<file path="config.mk">
export PLATFORM = sky130hd
export DESIGN_NAME = pkc_coeff_source_flat
export DESIGN_NICKNAME = d
export VERILOG_FILES = /design/src/rtl/pkc_src_pkg.sv /design/src/rtl/pkc_coeff_source_if.sv /design/src/rtl/pkc_src_channel.sv /design/src/rtl/pkc_coeff_source.sv /design/src/flat_wrapper.sv
export SDC_FILE = /design/constraint.sdc
export NUM_CORES = 1
export LEC_CHECK = 0
export CAP_MARGIN = 25
export CELL_PAD_IN_SITES_DETAIL_PLACEMENT = 0
export CELL_PAD_IN_SITES_GLOBAL_PLACEMENT = 1
export CORE_UTILIZATION = 52
export CTS_CLUSTER_DIAMETER = 80
export DETAILED_ROUTE_END_ITERATION = 8
export DONT_BUFFER_PORTS = 1
export PLACE_DENSITY = 0.94
export SETUP_SLACK_MARGIN = 0.15
export SLEW_MARGIN = 10
export SYNTH_ARGS = -nofsm -noshare
export SYNTH_HDL_FRONTEND = slang
export SYNTH_SLANG_ARGS = --single-unit
export TNS_END_PERCENT = 20
</file>
<file path="constraint.sdc">
create_clock -name clk -period 4.05 [get_ports clk]
set_input_delay 0.81 -clock clk [delete_from_list [all_inputs] [get_ports clk]]
set_output_delay 0.81 -clock clk [all_outputs]
set_load 0.1 [all_outputs]
</file>
<file path="src/rtl/pkc_src_pkg.sv">
// Shared types and helpers for the PKC coefficient source.
// Holds the channel state encoding, mode constants, PRNG step and seed derivation.
// Pure declarations; no logic, no latency, no backpressure.
package pkc_src_pkg;

    typedef enum logic [1:0] {
        IDLE  = 2'd0,
        DRAW  = 2'd1,
        VALID = 2'd2
    } state_e;

    localparam logic MODE_UNIFORM = 1'b0;
    localparam logic MODE_SMALL   = 1'b1;

    // Golden-ratio increment spreads per-channel seeds across the 32-bit space.
    localparam logic [31:0] SEED_INC = 32'h9E3779B9;

    function automatic logic [31:0] xorshift32(input logic [31:0] x);
        logic [31:0] y;
        y = x ^ (x << 13);
        y = y ^ (y >> 17);
        y = y ^ (y << 5);
        return y;
    endfunction

    // An all-zero state would lock xorshift at zero forever, so it is remapped to 1.
    function automatic logic [31:0] chan_seed(input logic [31:0] base, input int unsigned c);
        logic [31:0] s;
        s = base + SEED_INC * c;
        if (s == 32'h0) s = 32'h1;
        return s;
    endfunction

endpackage

</file>
<file path="src/rtl/pkc_coeff_source_if.sv">
// Handshake bundle between the coefficient source and its consumers.
// Wires only; no latency.
// Consumer drives coeff_ready per channel; the source holds data while it is low.
interface pkc_coeff_source_if #(
    parameter int NUM_CH = 2,
    parameter int LOGP   = 21,
    parameter int LOGN   = 8
);
    logic [NUM_CH-1:0]      start;
    logic [NUM_CH-1:0]      mode;
    logic [NUM_CH-1:0]      coeff_ready;
    logic [NUM_CH-1:0]      coeff_valid;
    logic [NUM_CH*LOGP-1:0] coeff;
    logic [NUM_CH*LOGN-1:0] coeff_idx;
    logic [NUM_CH-1:0]      coeff_last;
    logic [NUM_CH-1:0]      busy;
    logic [NUM_CH-1:0]      done;

    modport master (
        input  start, mode, coeff_ready,
        output coeff_valid, coeff, coeff_idx, coeff_last, busy, done
    );

    modport slave (
        output start, mode, coeff_ready,
        input  coeff_valid, coeff, coeff_idx, coeff_last, busy, done
    );
endinterface

</file>
<file path="src/rtl/pkc_src_channel.sv">
// One coefficient channel: xorshift PRNG, uniform/small sampler and IDLE/DRAW/VALID FSM.
// start->busy 1 cycle, ->valid 2 cycles (+1 per uniform rejection); transfer->next valid 2 cycles.
// Data, index and last are held stable while coeff_ready is low. Macro: PKC_SRC_SIGNED_ERR_EN.
module pkc_src_channel
    import pkc_src_pkg::*;
#(
    parameter int          P         = 1049089,
    parameter int          N         = 256,
    parameter int          LOGP      = $clog2(P),
    parameter int          LOGN      = $clog2(N),
    parameter int          ERR_BOUND = 8,
    parameter int          WINDOW    = N,
    parameter logic [31:0] SEED      = 32'h1
) (
    input  logic            clk,
    input  logic            reset,
    input  logic            start,
    input  logic            mode,
    input  logic            coeff_ready,
    output logic            coeff_valid,
    output logic [LOGP-1:0] coeff,
    output logic [LOGN-1:0] coeff_idx,
    output logic            coeff_last,
    output logic            busy,
    output logic            done
);
    localparam int ERR_LOG = $clog2(ERR_BOUND);

    state_e          state_q, state_d;
    logic            mode_q, mode_d;
    logic [LOGN-1:0] idx_q, idx_d;
    logic [LOGP-1:0] coeff_q, coeff_d;
    logic            done_q, done_d;
    logic [31:0]     prng_q, prng_d;

    logic [LOGP-1:0]    uni_cand;
    logic               uni_ok;
    logic [ERR_LOG-1:0] err_mag;
    logic [LOGP-1:0]    small_val;
    logic               at_last;

    // Sampler: candidate values derived from the current PRNG word.
    always_comb begin
        uni_cand  = prng_q[LOGP-1:0];
        uni_ok    = (32'(uni_cand) < 32'(P));
        err_mag   = prng_q[ERR_LOG-1:0];
        small_val = '0;
        if (32'(idx_q) < 32'(WINDOW)) begin
            small_val = LOGP'(err_mag);
`ifdef PKC_SRC_SIGNED_ERR_EN
            // Negative magnitude maps to P-v; negative zero stays 0.
            if (prng_q[ERR_LOG] && (err_mag != '0)) begin
                small_val = LOGP'(P) - LOGP'(err_mag);
            end
`endif
        end
    end

    // State register: FSM, index, held coefficient, done pulse and PRNG.
    always_ff @(posedge clk) begin
        if (reset) begin
            state_q <= IDLE;
            mode_q  <= MODE_UNIFORM;
            idx_q   <= '0;
            coeff_q <= '0;
            done_q  <= 1'b0;
            prng_q  <= SEED;
        end else begin
            state_q <= state_d;
            mode_q  <= mode_d;
            idx_q   <= idx_d;
            coeff_q <= coeff_d;
            done_q  <= done_d;
            prng_q  <= prng_d;
        end
    end

    // Next state: PRNG free-runs every cycle regardless of FSM state.
    always_comb begin
        state_d = state_q;
        mode_d  = mode_q;
        idx_d   = idx_q;
        coeff_d = coeff_q;
        done_d  = 1'b0;
        prng_d  = xorshift32(prng_q);
        at_last = (idx_q == LOGN'(N - 1));
        case (state_q)
            IDLE: begin
                if (start) begin
                    mode_d  = mode;
                    idx_d   = '0;
                    state_d = DRAW;
                end
            end
            DRAW: begin
                if (mode_q == MODE_SMALL) begin
                    coeff_d = small_val;
                    state_d = VALID;
                end else if (uni_ok) begin
                    coeff_d = uni_cand;
                    state_d = VALID;
                end
            end
            VALID: begin
                if (coeff_ready) begin
                    if (at_last) begin
                        state_d = IDLE;
                        done_d  = 1'b1;
                    end else begin
                        idx_d   = idx_q + 1'b1;
                        state_d = DRAW;
                    end
                end
            end
            default: state_d = IDLE;
        endcase
    end

    // Outputs: all derived from registered state.
    always_comb begin
        coeff_valid = (state_q == VALID);
        coeff       = coeff_q;
        coeff_idx   = idx_q;
        coeff_last  = (state_q == VALID) && (idx_q == LOGN'(N - 1));
        busy        = (state_q != IDLE);
        done        = done_q;
    end

endmodule

</file>
<file path="src/rtl/pkc_coeff_source.sv">
// Multi-channel coefficient source for Ring-LWE KeyGen/Enc; channels are independent.
// Per channel: start->valid 2 cycles (+rejections); peak 1 coefficient per 2 cycles.
// Each channel stalls on its own coeff_ready. Macro: PKC_SRC_SIGNED_ERR_EN (signed small errors).
module pkc_coeff_source
    import pkc_src_pkg::*;
#(
    parameter int          P         = 1049089,
    parameter int          N         = 256,
    parameter int          LOGP      = $clog2(P),
    parameter int          LOGN      = $clog2(N),
    parameter int          NUM_CH    = 2,
    parameter int          ERR_BOUND = 8,
    parameter int          WINDOW    = N,
    parameter logic [31:0] SEED      = 32'h1
) (
    input  logic clk,
    input  logic reset,
    pkc_coeff_source_if.master bus
);

    for (genvar c = 0; c < NUM_CH; c++) begin : g_ch
        localparam logic [31:0] CH_SEED = chan_seed(SEED, c);

        pkc_src_channel #(
            .P         (P),
            .N         (N),
            .LOGP      (LOGP),
            .LOGN      (LOGN),
            .ERR_BOUND (ERR_BOUND),
            .WINDOW    (WINDOW),
            .SEED      (CH_SEED)
        ) u_ch (
            .clk         (clk),
            .reset       (reset),
            .start       (bus.start[c]),
            .mode        (bus.mode[c]),
            .coeff_ready (bus.coeff_ready[c]),
            .coeff_valid (bus.coeff_valid[c]),
            .coeff       (bus.coeff[c*LOGP +: LOGP]),
            .coeff_idx   (bus.coeff_idx[c*LOGN +: LOGN]),
            .coeff_last  (bus.coeff_last[c]),
            .busy        (bus.busy[c]),
            .done        (bus.done[c])
        );
    end

endmodule
</file>
<file path="src/flat_wrapper.sv">
// flat-port wrapper written by rule: the top's interface ports become plain ports
module pkc_coeff_source_flat import pkc_src_pkg::*;
#(
    parameter int          P         = 1049089,
    parameter int          N         = 256,
    parameter int          LOGP      = $clog2(P),
    parameter int          LOGN      = $clog2(N),
    parameter int          NUM_CH    = 2,
    parameter int          ERR_BOUND = 8,
    parameter int          WINDOW    = N,
    parameter logic [31:0] SEED      = 32'h1
)
  (clk, reset, bus_start, bus_mode, bus_coeff_ready, bus_coeff_valid, bus_coeff, bus_coeff_idx, bus_coeff_last, bus_busy, bus_done);
  pkc_coeff_source_if #(.NUM_CH(NUM_CH), .LOGP(LOGP), .LOGN(LOGN)) bus_i ();
  input  logic clk;
  input  logic reset;
  input wire logic [$bits(bus_i.start)-1:0] bus_start;
  input wire logic [$bits(bus_i.mode)-1:0] bus_mode;
  input wire logic [$bits(bus_i.coeff_ready)-1:0] bus_coeff_ready;
  output wire logic [$bits(bus_i.coeff_valid)-1:0] bus_coeff_valid;
  output wire logic [$bits(bus_i.coeff)-1:0] bus_coeff;
  output wire logic [$bits(bus_i.coeff_idx)-1:0] bus_coeff_idx;
  output wire logic [$bits(bus_i.coeff_last)-1:0] bus_coeff_last;
  output wire logic [$bits(bus_i.busy)-1:0] bus_busy;
  output wire logic [$bits(bus_i.done)-1:0] bus_done;
  assign bus_i.start = bus_start;
  assign bus_i.mode = bus_mode;
  assign bus_i.coeff_ready = bus_coeff_ready;
  assign bus_coeff_valid = bus_i.coeff_valid;
  assign bus_coeff = bus_i.coeff;
  assign bus_coeff_idx = bus_i.coeff_idx;
  assign bus_coeff_last = bus_i.coeff_last;
  assign bus_busy = bus_i.busy;
  assign bus_done = bus_i.done;
  pkc_coeff_source #(.P(P), .N(N), .LOGP(LOGP), .LOGN(LOGN), .NUM_CH(NUM_CH), .ERR_BOUND(ERR_BOUND), .WINDOW(WINDOW), .SEED(SEED)) u_core (.clk(clk), .reset(reset), .bus(bus_i));
endmodule
</file>
==> out/metrics.cfg <==
[floorplanning]
die_area_mm2 = 0.0114
initial_core_util_pct = 54.6
core_area_mm2 = 0.0105
rows = 37
die_x_um = 107
io_pins = 74
dieHeight_um = 107

[setup_path]
cpMostUsedCell = buf_4
timing.rr.start = u_core.g_ch[1].u_ch.prng_q[14]
path_class = flip-flop to output pin
crit_chain = buf_4, ha_1, nand2_1, nor2_1, nand3_1, nor2_2, buf_4
r2r-end = u_core.g_ch[1].u_ch.coeff[8]
start_kind = flip-flop
crit_path_start = u_core.g_ch[0].u_ch.coeff_idx[1]
critical_path.slowest_cell = dfxtp_1
crit_path_end_kind = output pin
cp.required_ns = 3.24
worstPathArrival_ns = 2.17
reg2reg_depth = 5
reg2reg_setup_slack_ns = 2.01
cp_max_fo = 4
slowest_delay_ns = 0.33

[clock_tree]
cts_tree = done
cts.sinks = 130
cts_buffer_depth = 2
numCtsBuffers = 17
cts-resized-gates = 0
h-tree-depth = 4
root_buffer = clkbuf_8
clock_latency_ns = 0.52
hold_buffers = 0
post_cts_buffers = 0
cts.clk_slew.worst_paths_ns = 0.06

[job]
cap_violations = 0

[routing]
drtPass1Iterations = 4
drc = 0
drt_iter0_drc = 221
viasPerCell = 5.36
vias = 3991
routed_wl_um = 11400
antenna_left = 0
wire_per_inst_um = 15.3

[global_route]
met1_usage_pct = 28.2
grt_overflow = 0
grt_pass1_wl_um = 19100
grt_use_met3_pct = 6.44
met2_usage_pct = 33.7
grt_usage_pct = 21.5
antenna_found_initial = 0
grt_start_max_net_pins = 113
top_usage_layer = met2
grt_pass1_vias = 3913

[min_path]
hold_path_class = primary input to flip-flop
hp-start = reset
hold_depth = 1
min_to = u_core.g_ch[1].u_ch.coeff_idx[0]

[logic_synthesis]
avgSynthCellArea_um2 = 9.74
synth_area_leader_cell = dfxtp_1
yosys_register_bits = 130
netlist_area_mm2 = 0.00571
synthCells = 586
synth_edf_count = 0
yosysMostFrequentCell = dfxtp_1
syn_nets = 596
synth.area.top_cells = dfxtp_1 (46%), xnor2_1 (15%), nor2_1 (5.7%), xor2_1 (4.1%), mux2i_1 (3.3%)
async_flop_share_pct = 0
synthFlopType = dfxtp_1
yosysSeqAreaShare_pct = 45.6
synthDistinctLibCells = 52
synth_top_area_share_pct = 45.6
synth_common_cells = dfxtp_1 (130), xnor2_1 (101), nor2_1 (86)
yosys_warnings = 0

[sta]
slew_headroom_pct = 24.7
period_share_pct = 73.5
fin_crit_ns = 2.98
setup_violations = 0
skew_ns = 0.00952
hold_viol = 0
timing.fmax_mhz = 336
holdWs_ns = 0.355
tightest_slew_ns = 1.12
rsz0062_at_grt = false
slew_viol_final = 0
fin_setup_tns_ns = 0

[place]
hpwl_um = 7770
place_congestion = 0.811
port-buffer-count = 0

[finish]
insertedDiodeCount = 0
nNetsFinal = 606
drive_above_1_share_pct = 10.7
syn_to_final_growth_pct = 13.5

[power]
ir_worst_vdd_uv = 489
leakage_nw = 2.40
power_density_mw_per_mm2 = 984

[outcome]
status = complete, no violations

-- registers in the layout (all words and copies together), names as in the netlist --
name and count:
u_core.g_ch.u_ch.coeff 42, u_core.g_ch.u_ch.coeff_idx 16, u_core.g_ch.u_ch.done 2, u_core.g_ch.u_ch.mode_q 2, u_core.g_ch.u_ch.prng_q 64, u_core.g_ch.u_ch.state_q 4
-- cell type report --
class | count | area, um^2
Multi-Input combinational cell | 418 | 2910
Sequential cell | 130 | 2600
Tap cell | 136 | 170
Inverter | 9 | 33.8
Timing Repair Buffer | 20 | 164
Clock inverter | 11 | 160
Clock buffer | 21 | 439
Fill cell | 861 | 3980
-- layer usage --
metal	up-vias	part of all wire (%)
met3	11	4.9
met5	-	0
met2	80	48
met4	0	1.2
li1	1978	-
met1	1922	46
-- kinds of logic (layout without fill, tap and decap cells) --
kind of cell | after synthesis | in the layout | share of synthesized area [%]
AO/OA/AOI/OAI | 66 | 66 | 8.83
XOR/XNOR | 128 | 128 | 19.6
adder cells (fa/ha/maj) | 2 | 2 | 0.438
buffers and inverters | 38 | 61 | 3.62
flip-flops | 130 | 130 | 45.6
multiplexers | 20 | 20 | 3.53
AND/OR/NAND/NOR | 202 | 202 | 18.3
-- worst max-delay path by stage --
stage,slack [ns],end
finish,1.07,bus_coeff_last[0]
global route,0.89,bus_coeff_last[0]
CTS,1.04,bus_coeff_last[0]
detailed placement,1.62,bus_coeff_last[0]
global placement,1.66,bus_coeff_last[0]
floorplan,1.16,bus_coeff_last[1]
-- worst max-delay path: cells and delay by family, from the launching register on --
kind	cells	cell delay [ns]
DFF	1	0.33
adders and majority gates	1	0.28
and+or+nand+nor	4	0.46
buffers and inverters	2	0.60
-- cells in the final DEF (no fill, tap or decap), types with 3 or more instances in the layout --
master / count
o21ai_0: 5
clkinv_2: 5
nand3_1: 15
a31oi_1: 3
clkbuf_1: 4
nand2b_1: 27
nor2_1: 85
xor2_1: 27
inv_1: 9
o21ai_1: 5
nand4_1: 4
a22o_1: 16
dfxtp_1: 130
nand3b_1: 4
a21oi_1: 14
buf_4: 18
clkbuf_16: 17
mux2i_1: 19
bufinv_16: 4
nand2_1: 12
xnor2_1: 101
and2_1: 5
a22oi_1: 3
nor3_1: 8
nor2b_1: 23
-- through the flow --
stage / util [%] / setup slack, ns / std cells / total power [mW] / cell area [um^2]
after floorplan: - / 1.16 / 586 / 4.46 / 5710
after global placement: 56.2 / 1.66 / 712 / 4.74 / 5880
after detailed placement: 56.2 / 1.62 / 712 / 4.83 / 5880
after CTS: 61.9 / 1.04 / 744 / 6.42 / 6470
after global routing: 61.9 / 0.895 / 745 / 6.80 / 6480
final: 61.9 / 1.07 / 745 / 6.38 / 6480
-- report_power, final --
group | total, mW | switching, mW | internal (mW)
sequential | 2.34 | 0.712 | 1.63
combinational | 2.49 | 1.27 | 1.22
clock | 1.55 | 0.537 | 1.01
(Power assumes the default switching activity.)
